<file path="src/rtl/apple_gen_if.sv">
// apple_gen_if -- signal bundle between the snake control stage and the
// apple generator.
//
// Signals (named from the generator's point of view):
//   Game_status  [2:0]   game phase, one-hot: START=001, PLAY=010, END=100
//   Head         [7:0]   snake head cell {X[7:4],Y[3:0]}
//   Body_flat    [127:0] segments 0..15, segment i at [8i+7:8i], 0 = head
//   Snake_length [7:0]   live segment count
//   Apple        [7:0]   current apple cell
//   Apple_valid          apple placed and armed
//   Body_add_sig         growth request, one pulse train per eat
//   Score        [7:0]   apples eaten, saturating at 255
//
// Modports:
//   master -- snake control / game side: drives the game view, reads the apple
//   slave  -- apple generator: reads the game view, drives the apple
interface apple_gen_if;
  logic [2:0]   Game_status;
  logic [7:0]   Head;
  logic [127:0] Body_flat;
  logic [7:0]   Snake_length;
  logic [7:0]   Apple;
  logic         Apple_valid;
  logic         Body_add_sig;
  logic [7:0]   Score;

  modport master (
    output Game_status, Head, Body_flat, Snake_length,
    input  Apple, Apple_valid, Body_add_sig, Score
  );

  modport slave (
    input  Game_status, Head, Body_flat, Snake_length,
    output Apple, Apple_valid, Body_add_sig, Score
  );
endinterface

</file>
<file path="src/rtl/apple_gen.sv">
// apple_gen -- apple placement and eat detection for the snake game.
//
// Places an apple on a pseudo-random free cell of the 16x16 grid, arms it,
// and watches the snake head. When the head lands on the armed apple during
// PLAY, the score is bumped, Body_add_sig is held high for ADD_PULSE cycles
// (one rising edge per eat for the snake control stage), and a new apple is
// placed.
//
// Ports:
//   Clk_24mhz  system clock
//   Rst        asynchronous, active-high reset
//   bus        apple_gen_if.slave: Game_status/Head/Body_flat/Snake_length in,
//              Apple/Apple_valid/Body_add_sig/Score out
//
// Parameters:
//   LFSR_SEED  LFSR reset value, must be nonzero
//   ADD_PULSE  cycles Body_add_sig stays high per eat (>= 2)
//   MAX_TRIES  random candidates tried before falling back to linear probing
//
// Build option:
//   APPLE_BORDER_EXCL_EN  when defined, cells on the wall row/column
//                         (X or Y equal to 0 or 15) are never chosen.
module apple_gen #(
  parameter logic [15:0] LFSR_SEED = 16'hACE1,
  parameter int          ADD_PULSE = 4,
  parameter int          MAX_TRIES = 8
) (
  input  logic        Clk_24mhz,
  input  logic        Rst,
  apple_gen_if.slave  bus
);

  // Game_status encodings (one-hot).
  localparam logic [2:0] ST_START = 3'b001;
  localparam logic [2:0] ST_PLAY  = 3'b010;
  localparam logic [2:0] ST_END   = 3'b100;

  localparam logic [7:0] MAX_TRIES_L = 8'(MAX_TRIES);
  localparam logic [7:0] PULSE_LOAD  = 8'(ADD_PULSE - 1);

  typedef enum logic [2:0] {
    IDLE,
    PLACE,
    CHECK,
    ARMED,
    EATEN
  } state_t;

  // Registered state and its next-state values.
  state_t      state_q, state_d;
  logic [15:0] lfsr_q,  lfsr_d;
  logic [7:0]  cand_q,  cand_d;
  logic [7:0]  tries_q, tries_d;
  logic [3:0]  idx_q,   idx_d;
  logic [7:0]  pulse_q, pulse_d;
  logic [7:0]  apple_q, apple_d;
  logic        valid_q, valid_d;
  logic        add_q,   add_d;
  logic [7:0]  score_q, score_d;

  // Combinational helpers.
  logic        lfsr_fb;
  logic [15:0] lfsr_next;
  logic [3:0]  scan_last;
  logic [7:0]  seg;
  logic        border_hit;
  logic        is_end;
  logic        is_play;
  logic        is_start;

  assign is_end   = (bus.Game_status == ST_END);
  assign is_play  = (bus.Game_status == ST_PLAY);
  assign is_start = (bus.Game_status == ST_START);

  // 16-bit Fibonacci LFSR, taps 16/14/13/11.
  assign lfsr_fb   = lfsr_q[15] ^ lfsr_q[13] ^ lfsr_q[12] ^ lfsr_q[10];
  assign lfsr_next = {lfsr_q[14:0], lfsr_fb};

  // Index of the last segment to scan: Snake_length clamped to 1..16, minus 1.
  // For lengths 1..16 the low nibble minus one wraps correctly (16 -> 15).
  always_comb begin
    if (bus.Snake_length == 8'd0) begin
      scan_last = 4'd0;
    end else if (bus.Snake_length > 8'd16) begin
      scan_last = 4'd15;
    end else begin
      scan_last = bus.Snake_length[3:0] - 4'd1;
    end
  end

  // Segment under inspection. Body_flat is read live; the snake only steps
  // once every few million cycles, so a scan racing a move is harmless.
  assign seg = bus.Body_flat[{idx_q, 3'b000} +: 8];

`ifdef APPLE_BORDER_EXCL_EN
  // Wall cells are treated exactly like occupied cells.
  assign border_hit = (cand_q[7:4] == 4'h0) || (cand_q[7:4] == 4'hF) ||
                      (cand_q[3:0] == 4'h0) || (cand_q[3:0] == 4'hF);
`else
  assign border_hit = 1'b0;
`endif

  // NOTE: every variable written here is defaulted first, so no branch can
  // leave one unassigned and infer a latch.
  always_comb begin
    state_d = state_q;
    lfsr_d  = lfsr_q;
    cand_d  = cand_q;
    tries_d = tries_q;
    idx_d   = idx_q;
    pulse_d = pulse_q;
    apple_d = apple_q;
    valid_d = valid_q;
    add_d   = add_q;
    score_d = score_q;

    // A new game starts from zero; placement proceeds independently.
    if (is_start) begin
      score_d = 8'd0;
    end

    if (is_end) begin
      // END wins from any state. Apple and Score stay for the end screen.
      state_d = IDLE;
      valid_d = 1'b0;
      add_d   = 1'b0;
    end else begin
      case (state_q)
        IDLE: begin
          state_d = PLACE;
        end

        PLACE: begin
          // Random candidates first; once exhausted, walk the grid linearly
          // from the last candidate. With at most 16 cells occupied the walk
          // always finds a free cell within 256 probes.
          if (tries_q < MAX_TRIES_L) begin
            cand_d  = lfsr_q[7:0];
            lfsr_d  = lfsr_next;
            tries_d = tries_q + 8'd1;
          end else begin
            cand_d  = cand_q + 8'd1;
          end
          idx_d   = 4'd0;
          state_d = CHECK;
        end

        CHECK: begin
          if ((cand_q == seg) || border_hit) begin
            state_d = PLACE;
          end else if (idx_q == scan_last) begin
            apple_d = cand_q;
            valid_d = 1'b1;
            tries_d = 8'd0;
            state_d = ARMED;
          end else begin
            idx_d = idx_q + 4'd1;
          end
        end

        ARMED: begin
          // Registered eat: the request appears the cycle after the match.
          if (is_play && (bus.Head == apple_q)) begin
            valid_d = 1'b0;
            add_d   = 1'b1;
            pulse_d = PULSE_LOAD;
            if (score_q != 8'hFF) begin
              score_d = score_q + 8'd1;
            end
            state_d = EATEN;
          end
        end

        EATEN: begin
          // Counter loaded with ADD_PULSE-1 gives exactly ADD_PULSE high cycles.
          if (pulse_q == 8'd0) begin
            add_d   = 1'b0;
            state_d = PLACE;
          end else begin
            pulse_d = pulse_q - 8'd1;
          end
        end

        default: begin
          state_d = IDLE;
        end
      endcase
    end
  end

  // NOTE: sequential state is assigned with non-blocking assignments so every
  // register samples the same pre-edge values.
  always_ff @(posedge Clk_24mhz or posedge Rst) begin
    if (Rst) begin
      state_q <= IDLE;
      lfsr_q  <= LFSR_SEED;
      // Linear probing starts from the seed's low byte when MAX_TRIES is 0.
      cand_q  <= LFSR_SEED[7:0];
      tries_q <= 8'd0;
      idx_q   <= 4'd0;
      pulse_q <= 8'd0;
      apple_q <= 8'h00;
      valid_q <= 1'b0;
      add_q   <= 1'b0;
      score_q <= 8'd0;
    end else begin
      state_q <= state_d;
      lfsr_q  <= lfsr_d;
      cand_q  <= cand_d;
      tries_q <= tries_d;
      idx_q   <= idx_d;
      pulse_q <= pulse_d;
      apple_q <= apple_d;
      valid_q <= valid_d;
      add_q   <= add_d;
      score_q <= score_d;
    end
  end

  assign bus.Apple        = apple_q;
  assign bus.Apple_valid  = valid_q;
  assign bus.Body_add_sig = add_q;
  assign bus.Score        = score_q;

endmodule

</file>
<file path="src/flat_wrapper.sv">
// flat-port wrapper written by rule: the top's interface ports become plain ports
module apple_gen_flat 
#(
  parameter logic [15:0] LFSR_SEED = 16'hACE1,
  parameter int          ADD_PULSE = 4,
  parameter int          MAX_TRIES = 8
)
  (Clk_24mhz, Rst, bus_Game_status, bus_Head, bus_Body_flat, bus_Snake_length, bus_Apple, bus_Apple_valid, bus_Body_add_sig, bus_Score);
  apple_gen_if bus_i ();
  input  logic Clk_24mhz;
  input  logic Rst;
  input wire logic [$bits(bus_i.Game_status)-1:0] bus_Game_status;
  input wire logic [$bits(bus_i.Head)-1:0] bus_Head;
  input wire logic [$bits(bus_i.Body_flat)-1:0] bus_Body_flat;
  input wire logic [$bits(bus_i.Snake_length)-1:0] bus_Snake_length;
  output wire logic [$bits(bus_i.Apple)-1:0] bus_Apple;
  output wire logic [$bits(bus_i.Apple_valid)-1:0] bus_Apple_valid;
  output wire logic [$bits(bus_i.Body_add_sig)-1:0] bus_Body_add_sig;
  output wire logic [$bits(bus_i.Score)-1:0] bus_Score;
  assign bus_i.Game_status = bus_Game_status;
  assign bus_i.Head = bus_Head;
  assign bus_i.Body_flat = bus_Body_flat;
  assign bus_i.Snake_length = bus_Snake_length;
  assign bus_Apple = bus_i.Apple;
  assign bus_Apple_valid = bus_i.Apple_valid;
  assign bus_Body_add_sig = bus_i.Body_add_sig;
  assign bus_Score = bus_i.Score;
  apple_gen #(.LFSR_SEED(LFSR_SEED), .ADD_PULSE(ADD_PULSE), .MAX_TRIES(MAX_TRIES)) u_core (.Clk_24mhz(Clk_24mhz), .Rst(Rst), .bus(bus_i));
endmodule
</file>
<file path="config.mk">
export PLATFORM = sky130hd
export DESIGN_NAME = apple_gen_flat
export DESIGN_NICKNAME = d
export VERILOG_FILES = /design/src/rtl/apple_gen_if.sv /design/src/rtl/apple_gen.sv /design/src/flat_wrapper.sv
export SDC_FILE = /design/constraint.sdc
export NUM_CORES = 1
export LEC_CHECK = 0
export ABC_AREA = 1
export CORE_ASPECT_RATIO = 0.75
export CORE_UTILIZATION = 45
export DETAILED_ROUTE_END_ITERATION = 16
export DONT_BUFFER_PORTS = 1
export GPL_TIMING_DRIVEN = 0
export SLEW_MARGIN = 20
export SYNTH_ARGS = -nofsm -noshare
export SYNTH_HDL_FRONTEND = slang
export SYNTH_SLANG_ARGS = --single-unit
</file>
<file path="constraint.sdc">
create_clock -name Clk_24mhz -period 2.53 [get_ports Clk_24mhz]
set_clock_uncertainty 0.15 [all_clocks]
set_input_delay 0.253 -clock Clk_24mhz [delete_from_list [all_inputs] [get_ports Clk_24mhz]]
set_output_delay 0.253 -clock Clk_24mhz [all_outputs]
set_load 0.02 [all_outputs]
</file>
# --- Word level (Yosys, flattened, before mapping) ---
# Cells that the tools add are included.
classes:
  add_sub_neg: 6
  magnitude_cmp: 2
  n_eq_ne: 22
  shifts: 1
  mux: 33
  n_bitwise: 5
  reduce_logical: 17
ops:
  columns: ["op", "n"]
  rows:
  - ["variable part select 128 x 8 -> 8 bit", 1]
  - ["2-to-1 mux 8 bit", 11]
  - ["one-hot mux 8 bit (2 select lines)", 2]
  - ["adder 8 x 1 -> 8 bit, second input constant", 3]
  - ["== test 8 bit", 2]
  - ["zero test 8 bit", 2]
  - ["2-to-1 mux 4 bit", 4]
  - ["AND reduction 4 bit", 4]
  - ["2-to-1 mux 3 bit", 5]
  - ["one-hot mux 3 bit (5 select lines)", 1]
  - ["== test 3 x 2 -> 1 bit, second input constant", 3]
  - ["inequality test 3 x 1 -> 1 bit, second input constant", 3]
  - ["AND reduction 3 bit", 3]
  - ["greater-than comparator 8 x 5 -> 1 bit, second input constant", 1]
  - ["< comparator 8 x 4 -> 1 bit, second input constant", 1]
  - ["inequality test 8 bit, second input constant", 1]
  - ["one-hot mux 4 bit (2 select lines)", 1]
  - ["subtractor 8 x 1 -> 8 bit, second input constant", 1]
  - ["2-to-1 mux 1 bit", 7]
  - ["== test 3 x 1 -> 1 bit, second input constant", 2]
  - ["== test 3 bit, second input constant", 2]
  - ["inequality test 2 x 1 -> 1 bit, second input constant", 3]
  - ["inequality test 2 bit, second input constant", 3]
  - ["nonzero test 3 bit", 2]
  - ["other kinds (13)", 18]
word_totals:
  register_bits: 65
  inputBits: 149
  output_inout_bits: 18
  word_cells: 96

# --- Logic depth before layout (Yosys ltp) ---
depth:
  depth_word: 8
  depth_mapped: 19
  depth_no_buf: 17

# --- Least setup slack after synthesis ---
# No wires, ideal clock.
synth_path:
  kind: "in2reg"
  from: "in bus_Snake_length[0]"
  to: "reg u_core.tries_q[1]"
  setup_time_ns: 0.121
  t_arrival_ns: 1.881
  required_ns: 2.259
  path_slack_ns: 0.378
  path_stages: 15
  n_path_buf: 1
  cell_sequence: "inv_1 > ha_1 > nand3_1 > or2_1 > clkbuf_1 > nand2_1 > nand2_1 > nand2_1 > nand2_1 > o21ai_1 > nand2_1 > nor2_2 > nand3_4 > nand2_1 > o21ai_1"
synth_between:
  elab_chain_len: 6
  word_cells_on_any_way: 8
  classes_between: "add/sub: 1; order compare: 1; eq/ne: 2; mux: 2; reduce/logical: 2"
synth_lines:
  columns: ["item", "line", "text"]
  rows:
  - ["start: declaration", "flat_wrapper.sv:15", "input wire logic [$bits(bus_i.Snake_length)-1:0] bus_Snake_length;"]
  - ["greater-than comparator 8 x 5 -> 1 bit / subtractor 4 x 1 -> 4 bit (equally long branches)", "apple_gen.sv:84, apple_gen.sv:87", null]
  - ["2-to-1 mux 4 bit", "apple_gen.sv:84", "end else if (bus.Snake_length > 8'd16) begin"]
  - ["2-to-1 mux 4 bit *", "apple_gen.sv:82", "if (bus.Snake_length == 8'd0) begin"]
  - ["== test 4 bit *", "apple_gen.sv:151", "end else if (idx_q == scan_last) begin"]
  - ["inequality test 2 x 1 -> 1 bit (no line) *", null, null]
  - ["AND reduction 5 bit (no line) *", null, null]
  - ["end signal: assignment", "apple_gen.sv:210", "tries_q <= tries_d;"]
  - ["end: declaration", "apple_gen.sv:53", "logic [7:0] tries_q, tries_d;"]
# Mark *: on every way between the ends. The rest lies on a longest branch, timed or not.
# A chain may end at the register's enable or synchronous reset.

# --- Worst setup path after layout ---
layout_path:
  from: "reg u_core.idx_q[0]"
  to: "reg u_core.apple_q[0], in the netlist u_core.bus.Apple[0]"
layout_between:
  elab_chain_len: 4
  word_cells_on_any_way: 5
  classes_between: "eq/ne: 2; shift: 1; bitwise: 1; reduce/logical: 1"
layout_lines:
  columns: ["item", "line", "text"]
  rows:
  - ["start: declaration", "apple_gen.sv:54", "logic [3:0] idx_q, idx_d;"]
  - ["start signal: assignment", "apple_gen.sv:211", "idx_q <= idx_d;"]
  - ["variable part select 128 x 8 -> 8 bit", "apple_gen.sv:93", "assign seg = bus.Body_flat[{idx_q, 3'b000} +: 8];"]
  - ["== test 8 bit", "apple_gen.sv:149", "if ((cand_q == seg) || border_hit) begin"]
  - ["inverter 1 bit (no line)", null, null]
  - ["AND reduction 4 bit (no line) *", null, null]
  - ["end signal: assignment", "apple_gen.sv:213", "apple_q <= apple_d;"]
  - ["end: declaration", "apple_gen.sv:56", "logic [7:0] apple_q, apple_d;"]
# Marked as above.

==> impl_metrics.yaml <==
cts:
  cts_buffers: 9
  h-tree-depth: 3
  clock-sinks: 65
  path_clk_slew_ns: 0.06
  clock_latency_ns: 0.32
  cts_tree: "yes"
  ctsRootBufferMaster: "clkbuf_16"
  cts_buffer_depth: 2
die:
  die_h_um: 92.8
  core_mm2: 0.0105
  dieArea_mm2: 0.0114
  ios: 167
  dieWidth_um: 123
  initial_core_util_pct: 47.1
  rows: 32
drt:
  routed_wl_um: 14100
  post_drt_wl_per_cell_um: 14.7
  vias_per_cell: 5.40
  route.detailed.drc: 0
  vias: 5159
  drtAntennaViolNets: 0
  firstDrtPassIters: 5
  drt_iter0_markers: 383
finish:
  fin_cells: 956
  drive_gt1_share_pct: 13.2
  fill_cells: 1047
  area_growth_pct: 16.0
  nNetsFinal: 971
  n_antenna_cell: 0
yosys:
  synth_ff_type: "dfrtp_1"
  synth_warnings: 0
  synth_edf_count: 0
  synth_nets: 947
  synth.avg_cell_area_um2: 6.25
  ys_seq_area_share_pct: 33.2
  synth-async-reset-ratio_pct: 100
  syn_inst: 791
  synth_seq_cells: 65
  netlist_area_mm2: 0.00494
  synth_cell_types: 37
critical_path:
  slowest_delay_ns: 0.46
  crit_start: "u_core.idx_q[0]"
  crit_required_ns: 2.59
  r2r_start: "u_core.idx_q[0]"
  slowest_stage: "dfrtp_2"
  endpoint_kind: "flip-flop"
  critPathArrivalTime_ns: 2.48
  cp_cell_sequence: "buf_6, buf_4, o211ai_1, nand3_1, nand2_2, nand3_1, nand2_1, nand2_1, nor2_4, nand2_2, nand2_4, nor2_4, buf_6, nand2_1, o21ai_2"
  crit_top_cell: "nand2_1"
  critical_path_class: "flip-flop to flip-flop"
  critical_path.top_delay_family: "simple AND/OR/NAND/NOR gates"
  path_max_fanout: 10
  cp_num_buf_inv: 3
  start_kind: "flip-flop"
sta:
  slew-limit-headroom_pct: 59.2
  min_period_ns: 2.41
  final.setup.worst_slack_ns: 0.116
  setup_violations: 0
  whs_ns: 0.174
  fin_crit_sh_pct: 95.4
  finalHoldViolCount: 0
  fmax_ghz: 0.414
  rsz0062_at_grt: "true"
  tightestPinTransition_ns: 0.610
  slew_violations: 0
global_routing:
  grtUsageMet3_pct: 5.42
  met2_usage_pct: 39.1
  grt_use_met1_pct: 37.5
  grt_usage_pct: 25.9
  antenna_found_initial: 0
  grt_pass1_vias: 4879
  top_usage_layer: "met2"
  grt.overflow.total: 0
  grt_pass1_wl_um: 23100
  grt_max_degree: 54
placement:
  dpl_worst_slack_ns: -0.116
  dp_cells: 928
  gp_congestion: 0.905
  port_buffers: 0
  dp_hpwl_um: 10900
power:
  ir_drop_v: 0.000480
  leakage_nw: 2.98
  powerDensity_mw_per_mm2: 935
  design_power_total_mw: 5.36
job:
  maxCapViolCount: 0
outcome:
  status: "finished clean"
worst_hold_path:
  min_path_type: "primary input to async pin"
worst register-to-register path: stages (launching register included):
cell      delay [ns]
dfrtp_2         0.46
buf_6           0.17
buf_4           0.17
o211ai_1        0.18
nand3_1         0.16
nand2_2         0.10
nand3_1         0.06
nand2_1         0.06
nand2_1         0.11
nor2_4          0.14
nand2_2         0.10
nand2_4         0.10
nor2_4          0.06
buf_6           0.14
nand2_1         0.08
o21ai_2         0.06
cell usage after synthesis, drive strengths merged, types with 2 or more instances:
cell / n / area [um2]
or2: 8 / 50.1
a21oi: 16 / 80.1
xnor2: 4 / 35.0
o211ai: 8 / 60.1
o221ai: 3 / 26.3
ha: 7 / 87.6
buf: 19 / 118
nor3: 13 / 76.3
clkinv: 2 / 7.51
xor2: 12 / 105
dfrtp: 53 / 1330
dfstp: 12 / 315
nand2: 309 / 1160
o21ai: 47 / 250
nand3: 92 / 483
nor2: 79 / 319
clkbuf: 7 / 26.3
a31oi: 3 / 18.8
nand4: 6 / 37.5
inv: 86 / 323
logic make-up after synthesis:
kind of cell,count (synthesis),share of synthesized area (%)
AOI/OAI and AO/OA,80,9.26
xor gates and xnor gates,16,2.83
adders and majority gates,7,1.77
buffers and inverters,114,9.59
DFF,65,33.2
and+or+nand+nor,509,43.3
power by group:
| part | switching, mW | internal [mW] |
|---|---|---|
| logic | 1.50 | 0.894 |
| registers | 0.369 | 1.41 |
| clock network | 0.428 | 0.767 |
flip-flops by register name, summed over array words and instances (netlist names):
signal                   flops
u_core.lfsr_q               16
u_core.pulse_q               8
u_core.state_q               3
u_core.bus.Score             8
u_core.bus.Apple             8
u_core.idx_q                 4
u_core.bus.Apple_valid       1
u_core.tries_q               8
u_core.cand_q                8
u_core.bus.Body_add_sig      1
cell usage in the layout (no fill, tap or decap), types with 4 or more instances in the layout:
cell type	netlist	layout
buf_6	2	9
o21ai_0	31	29
nor3_1	12	11
nand4_1	6	6
clkbuf_8	0	4
nand3_1	89	87
o211ai_1	8	8
dfstp_2	12	12
nand2_1	308	303
nor2_4	1	8
o21ai_1	12	14
clkbuf_16	0	9
or2_2	7	7
buf_2	13	5
xnor2_1	4	4
dfrtp_1	53	49
xor2_1	12	12
buf_4	4	12
o21ai_2	4	4
a21oi_1	16	16
inv_1	82	80
ha_1	7	7
dfrtp_2	0	4
nand2_2	1	5
nor2_1	72	69
path summary, 6_finish.rpt:
path | to | slack (ns) | depth (start not counted)
setup / recovery | u_core.bus.Apple[0] | 0.12 | 15
hold / removal | u_core.lfsr_q[12] | 0.17 | 2
setup reg to reg | u_core.bus.Apple[0] | 0.12 | 15
hold reg to reg | u_core.lfsr_q[5] | 0.32 | 2
max in group asynchronous | u_core.cand_q[5] | 1.50 | 3
min in group Clk_24mhz | u_core.cand_q[5] | 0.21 | 3
routing by layer:
metal  vias to the layer above  share of wire [%]
li1                       2570                  -
met1                      2405                 48
met2                       170                 45
met3                        14                5.2
met4                         0               0.98
met5                         -                  0
final cells by class:
type,instances,area (um2),area share [%]
Multi-Input combinational cell,613,2930,51.1
Sequential cell,65,1650,28.7
Timing Repair Buffer,13,136,2.38
Clock inverter,2,10.0,0.175
Buffer,25,215,3.75
Inverter,88,344,6.00
Clock buffer,14,284,4.95
Tap cell,136,170,2.97
metrics by stage:
step	cell area (um2)	util, %	setup TNS [ns]
2_1_floorplan	4940	-	0
3_3_place_gp	5110	48.8	-14.89
3_5_place_dp	5140	49.0	-1.90
4_1_cts	5470	52.1	0
5_1_grt	5740	54.7	-0.183
6_report	5740	54.7	0
what timing repair did:
item,4_1_cts,5_1_grt
cloned,0,2
endpoints found under the hold margin,60,0
resized for setup,11,59
endpoints found under the setup margin,36,42
buffers inserted,0,10
hold buffers,1,0
pin swaps,0,9
No activity file was read; power rests on OpenSTA's default activity.
